<file path="src/rtl/lbp_window_fetch.sv">
// Window fetch controller for the LBP engine: walks interior centre pixels in raster
// order, reads each 3x3 neighbourhood from gray memory and hands it downstream.
module lbp_window_fetch #(
   parameter int IMG_W = 128,
   parameter int IMG_H = 128,
   parameter int AW    = 14
) (
   input  logic          clk,
   input  logic          reset,
   input  logic          gray_ready,
   output logic          gray_req,
   output logic [AW-1:0] gray_addr,
   output logic [8:0]    En,
   output logic          win_valid,
   output logic [AW-1:0] center_addr,
   input  logic          win_ack,
   output logic          finish
);

   typedef enum logic [2:0] {IDLE, FETCH, DRAIN, VALID, DONE} state_t;

   localparam logic [AW-1:0] W1       = AW'(IMG_W);
   localparam logic [AW-1:0] W2       = W1 << 1;
   localparam logic [AW-1:0] COL_LAST = AW'(IMG_W - 2);
   localparam logic [AW-1:0] ROW_LAST = AW'(IMG_H - 2);

   state_t        state, state_n;
   logic [3:0]    k, k_n;
   logic [AW-1:0] row, row_n, col, col_n;
   logic [AW-1:0] tl, tl_n;   // address of the window's top-left pixel

   logic          req_n, valid_n, finish_n;
   logic [AW-1:0] addr_n, center_n;
   logic [8:0]    en_n;

   function automatic logic [AW-1:0] win_addr(input logic [AW-1:0] base, input logic [3:0] kk);
      logic [AW-1:0] ro;
      logic [1:0]    co;
      unique case (kk)
         4'd0, 4'd1, 4'd2: ro = '0;
         4'd3, 4'd4, 4'd5: ro = W1;
         default:          ro = W2;
      endcase
      unique case (kk)
         4'd0, 4'd3, 4'd6: co = 2'd0;
         4'd1, 4'd4, 4'd7: co = 2'd1;
         default:          co = 2'd2;
      endcase
      return base + ro + AW'(co);
   endfunction

   always_ff @(posedge clk or negedge reset) begin
      if (!reset) begin
         state       <= IDLE;
         k           <= '0;
         row         <= AW'(1);
         col         <= AW'(1);
         tl          <= '0;
         gray_req    <= 1'b0;
         gray_addr   <= '0;
         En          <= '0;
         win_valid   <= 1'b0;
         center_addr <= '0;
         finish      <= 1'b0;
      end else begin
         state       <= state_n;
         k           <= k_n;
         row         <= row_n;
         col         <= col_n;
         tl          <= tl_n;
         gray_req    <= req_n;
         gray_addr   <= addr_n;
         En          <= en_n;
         win_valid   <= valid_n;
         center_addr <= center_n;
         finish      <= finish_n;
      end
   end

   // Outputs are computed for the next state so every port comes straight from a flop.
   always_comb begin
      state_n  = state;
      k_n      = k;
      row_n    = row;
      col_n    = col;
      tl_n     = tl;
      req_n    = 1'b0;
      addr_n   = gray_addr;
      en_n     = '0;
      valid_n  = 1'b0;
      center_n = '0;
      finish_n = 1'b0;

      unique case (state)
         IDLE: begin
            if (gray_ready) begin
               state_n = FETCH;
               k_n     = '0;
               req_n   = 1'b1;
               addr_n  = win_addr(tl, 4'd0);
            end
         end
         FETCH: begin
            en_n = 9'(1) << k;
            if (k == 4'd8) begin
               state_n = DRAIN;
            end else begin
               k_n    = k + 4'd1;
               req_n  = 1'b1;
               addr_n = win_addr(tl, k + 4'd1);
            end
         end
         DRAIN: begin
            state_n  = VALID;
            valid_n  = 1'b1;
            center_n = tl + W1 + AW'(1);
         end
         VALID: begin
            if (win_ack) begin
               if (row == ROW_LAST && col == COL_LAST) begin
                  state_n  = DONE;
                  finish_n = 1'b1;
                  addr_n   = '0;
               end else begin
                  state_n = FETCH;
                  k_n     = '0;
                  // Wrapping from the last interior column skips the two border pixels.
                  if (col == COL_LAST) begin
                     col_n = AW'(1);
                     row_n = row + AW'(1);
                     tl_n  = tl + AW'(3);
                  end else begin
                     col_n = col + AW'(1);
                     tl_n  = tl + AW'(1);
                  end
                  req_n  = 1'b1;
                  addr_n = tl_n;
               end
            end else begin
               valid_n  = 1'b1;
               center_n = center_addr;
            end
         end
         DONE: begin
            finish_n = 1'b1;
            addr_n   = '0;
         end
         default: state_n = IDLE;
      endcase
   end

endmodule

</file>
<file path="config.mk">
export PLATFORM = sky130hd
export DESIGN_NAME = lbp_window_fetch
export DESIGN_NICKNAME = d
export VERILOG_FILES = /design/src/rtl/lbp_window_fetch.sv
export SDC_FILE = /design/constraint.sdc
export NUM_CORES = 1
export LEC_CHECK = 0
export BUFFER_PORTS_ARGS = -buffer_cell sky130_fd_sc_hd__buf_2
export CAP_MARGIN = 20
export CORE_MARGIN = 3
export CORE_UTILIZATION = 30
export CTS_CLUSTER_SIZE = 12
export DETAILED_ROUTE_END_ITERATION = 12
export PLACE_DENSITY = 0.51
export SYNTH_ARGS = -nofsm -noshare
export SYNTH_HDL_FRONTEND = slang
export SYNTH_SLANG_ARGS = --single-unit
</file>
<file path="constraint.sdc">
create_clock -name clk -period 6.4 [get_ports clk]
set_input_delay 0.96 -clock clk [delete_from_list [all_inputs] [get_ports clk]]
set_output_delay 0.96 -clock clk [all_outputs]
set_load 0.05 [all_outputs]
</file>
==> results.sh <==
export IMPL_overflow=0
export IMPL_cts_inserted_buffers=9
export IMPL_clk_pin_slew_ns=0.07
export IMPL_crit_path_cell_trace="ha_1 > ha_1 > nand2b_1 > o21a_1 > o31ai_1 > fa_1 > nand3_1 > o31ai_1 > nand2_1 > o31a_1 > a31oi_1"
export IMPL_critPathTopFamily="compound AO/OA/AOI/OAI gates"
export IMPL_min_to="row[13]"
export IMPL_yosys_warnings=0
export IMPL_mappedNetlistArea_um2=4960
export IMPL_end_kind="register"
export IMPL_syn2layout_area_growth_pct=14.5
export IMPL_hp_start="row[13]"
export IMPL_drtAntennaViolNets=0
export IMPL_drv_slew=0
export IMPL_hold_class="reg2reg"
export IMPL_min_period_over_period_pct=50.9
export IMPL_via_per_inst=5.04
export IMPL_r2r_end="gray_addr[10]"
export IMPL_synthFlopType="dfrtp_1"
export IMPL_crit_path_start_kind="register"
export IMPL_setup_viol=0
export IMPL_cp_arrival_ns=3.53
export IMPL_cpPeakStageDelay_ns=0.43
export IMPL_yosysSeqAreaShare_pct=45.0
export IMPL_reg2reg_from="k[0]"
export IMPL_ys_seq_elements=89
export IMPL_max_cap_viol_count=0
export IMPL_fmax_ghz=0.307
export IMPL_io_buffer_count=43
export IMPL_crit_fanout=7
export IMPL_synth_area_per_cell_um2=9.39
export IMPL_finalWeightedCongestion=0.834
export IMPL_start_util_pct=30.9
export IMPL_power_density_nw_per_um2=201
export IMPL_synth_top_area_share_pct=43.9
export IMPL_nNetsFinal=580
export IMPL_clk_path_buf_depth=2
export IMPL_dieArea_um2=18100
export IMPL_rows=46
export IMPL_drc=0
export IMPL_reg2regPathDepth=11
export IMPL_grt_pass1_wl_um=20300
export IMPL_post_cts_setup_buffers=0
export IMPL_hold_depth=1
export IMPL_rsz0062_at_grt="no"
export IMPL_synthArstFlopShare_pct=100
export IMPL_h_tree_depth=3
export IMPL_firstDrtPassIters=5
export IMPL_cts_resized=0
export IMPL_fin_worst_skew_ns=0.00857
export IMPL_worstSetupPathType="reg2reg"
export IMPL_layout_commonest_cell="dfrtp_1"
export IMPL_ys_top_cells_by_area="dfrtp_1 (44%), xor2_1 (6.2%), ha_1 (4.5%), nand2_1 (4.5%), o21ai_0 (3.9%)"
export IMPL_synth_nets=552
export IMPL_synth_cells=528
export IMPL_dr_first_iter_drc_count=257
export IMPL_status="finished clean"
export IMPL_irDropWorstVdd_mv=0.127
export IMPL_ys_types=58
export IMPL_period_minus_slack_ns=3.26
export IMPL_grt_max_degree=51
export IMPL_ios=44
export IMPL_regArea_um2=2230
export IMPL_fill_cells=1651
export IMPL_tns_ns=0
export IMPL_hpwl_um=8680
export IMPL_die_width_um=135
export IMPL_grt_pass1_vias=3866
export IMPL_clock_sinks=89
export IMPL_n_antenna_cell=0
export IMPL_yosys_area_top_type="dfrtp_1"
export IMPL_clockRootBuffer="clkbuf_16"
export IMPL_multi_input_area_um2=2570
export IMPL_drive_gt1_share_pct=13.9
export IMPL_rrSetupSlack_ns=3.14
export IMPL_wl_per_cell_um=15.6
export IMPL_path_buf_inv=0
export IMPL_placed_cells=761
export IMPL_critPathRequiredTime_ns=6.67
export IMPL_num_vias=3915
export IMPL_crit_slowest_cell="dfrtp_1"
export IMPL_antenna_found_initial=0
export IMPL_insertion_delay_ns=0.35
export IMPL_routed_wl_um=12100
export IMPL_finalHoldViolCount=0
export IMPL_die_y_um=135
export IMPL_p_leak_nw=2.65
export IMPL_tightest_slew_ns=1.08
export IMPL_holdBufCountCts=0
export IMPL_synth_edff_count=0
export IMPL_final_cell_count_no_fill=777
export IMPL_slew_headroom_pct=27.5
export IMPL_cts_tree="built"
export IMPL_coreArea_um2=16100
export IMPL_most_common_layout_cells="dfrtp_1 (87), nand2_1 (59), nor2_1 (42), buf_2 (42), o21ai_0 (38)"
export IMPL_grt_usage_pct=14.1
==> power by group <==
| group | leakage, nW | total, mW | switching [mW] | internal [mW] |
|---|---|---|---|---|
| Clock | 0.150 | 0.550 | 0.233 | 0.317 |
| Sequential | 1.20 | 0.563 | 0.000460 | 0.563 |
| Combinational | 1.30 | 0.0281 | 0.0205 | 0.00760 |
==> final cells by class <==
cell class | count | share of cell area (%)
multi-input combinational | 397 | 45.2
clock buffer | 10 | 4.21
sequential | 89 | 39.3
inverter | 11 | 0.771
tap | 216 | 4.76
timing repair buffer | 48 | 4.50
clock inverter | 6 | 1.28
==> worst register-to-register path: cells and delay by family, from the launching register on <==
family | cells | cell delay [ns]
flops | 1 | 0.43
simple gates | 3 | 0.36
fa+ha+maj | 3 | 1.04
compound gates | 5 | 1.34
==> cells by family (layout without fill, tap and decap cells) <==
kind of cell,Yosys count,after routing,synth area share [%]
buffers and inverters,42,75,3.66
AND/OR/NAND/NOR,203,203,20.6
multiplexers,4,4,0.833
adder cells (fa/ha/maj),20,20,5.35
XOR/XNOR,57,57,10.1
AO/OA/AOI/OAI,113,113,14.5
flip-flops,89,89,45.0
==> stage by stage <==
step | util [%] | cell area, um^2 | hold WS (ns) | setup slack [ns] | total power [mW]
2_1_floorplan | - | 4960 | 0.437 | 3.63 | 0.586
3_3_place_gp | 33.4 | 5370 | 0.461 | 3.27 | 0.602
3_5_place_dp | 33.4 | 5370 | 0.466 | 3.18 | 0.603
4_1_cts | 35.4 | 5680 | 0.478 | 3.15 | 1.16
5_1_grt | 35.4 | 5680 | 0.508 | 2.70 | 1.19
6_report | 35.4 | 5680 | 0.475 | 3.14 | 1.14
==> routing by layer <==
layer	vias up	GRT usage (%)	routed length, um
li1	1916	-	-
met1	1911	18.9	5770
met2	78	22.6	5720
met3	10	3.06	507
met4	0	4.64	148
met5	-	0	0
==> registers in the layout, indices dropped and copies added (netlist names) <==
register / cells
k: 4
tl: 14
row: 14
gray_req: 1
win_valid: 1
En: 9
gray_addr: 14
col: 14
center_addr: 14
state: 3
finish: 1
==> cell usage after synthesis (5+ instances only) <==
library cell	instances
and2_1	10
nor3_1	15
and4_1	7
buf_2	11
xor2_1	35
clkbuf_1	17
and3_1	7
inv_1	10
a21oi_1	19
nand2b_1	6
o211ai_1	5
o31ai_1	7
nand3_1	27
nor2_1	42
nand4_1	5
nand2_1	59
o21ai_0	39
a31oi_1	14
ha_1	18
xnor2_1	22
dfrtp_1	87
==> how the worst max path moves through the flow <==
stage / from / end / slack, ns / depth (start not counted)
global placement: col[0] / tl[12] / 3.27 / 10
floorplan: k[0] / gray_addr[9] / 3.63 / 11
detailed placement: k[0] / gray_addr[10] / 3.18 / 11
CTS: k[0] / gray_addr[10] / 3.15 / 11
finish: k[0] / gray_addr[10] / 3.14 / 11
global route: k[0] / gray_addr[11] / 2.70 / 11
(Power assumes the default switching activity.)
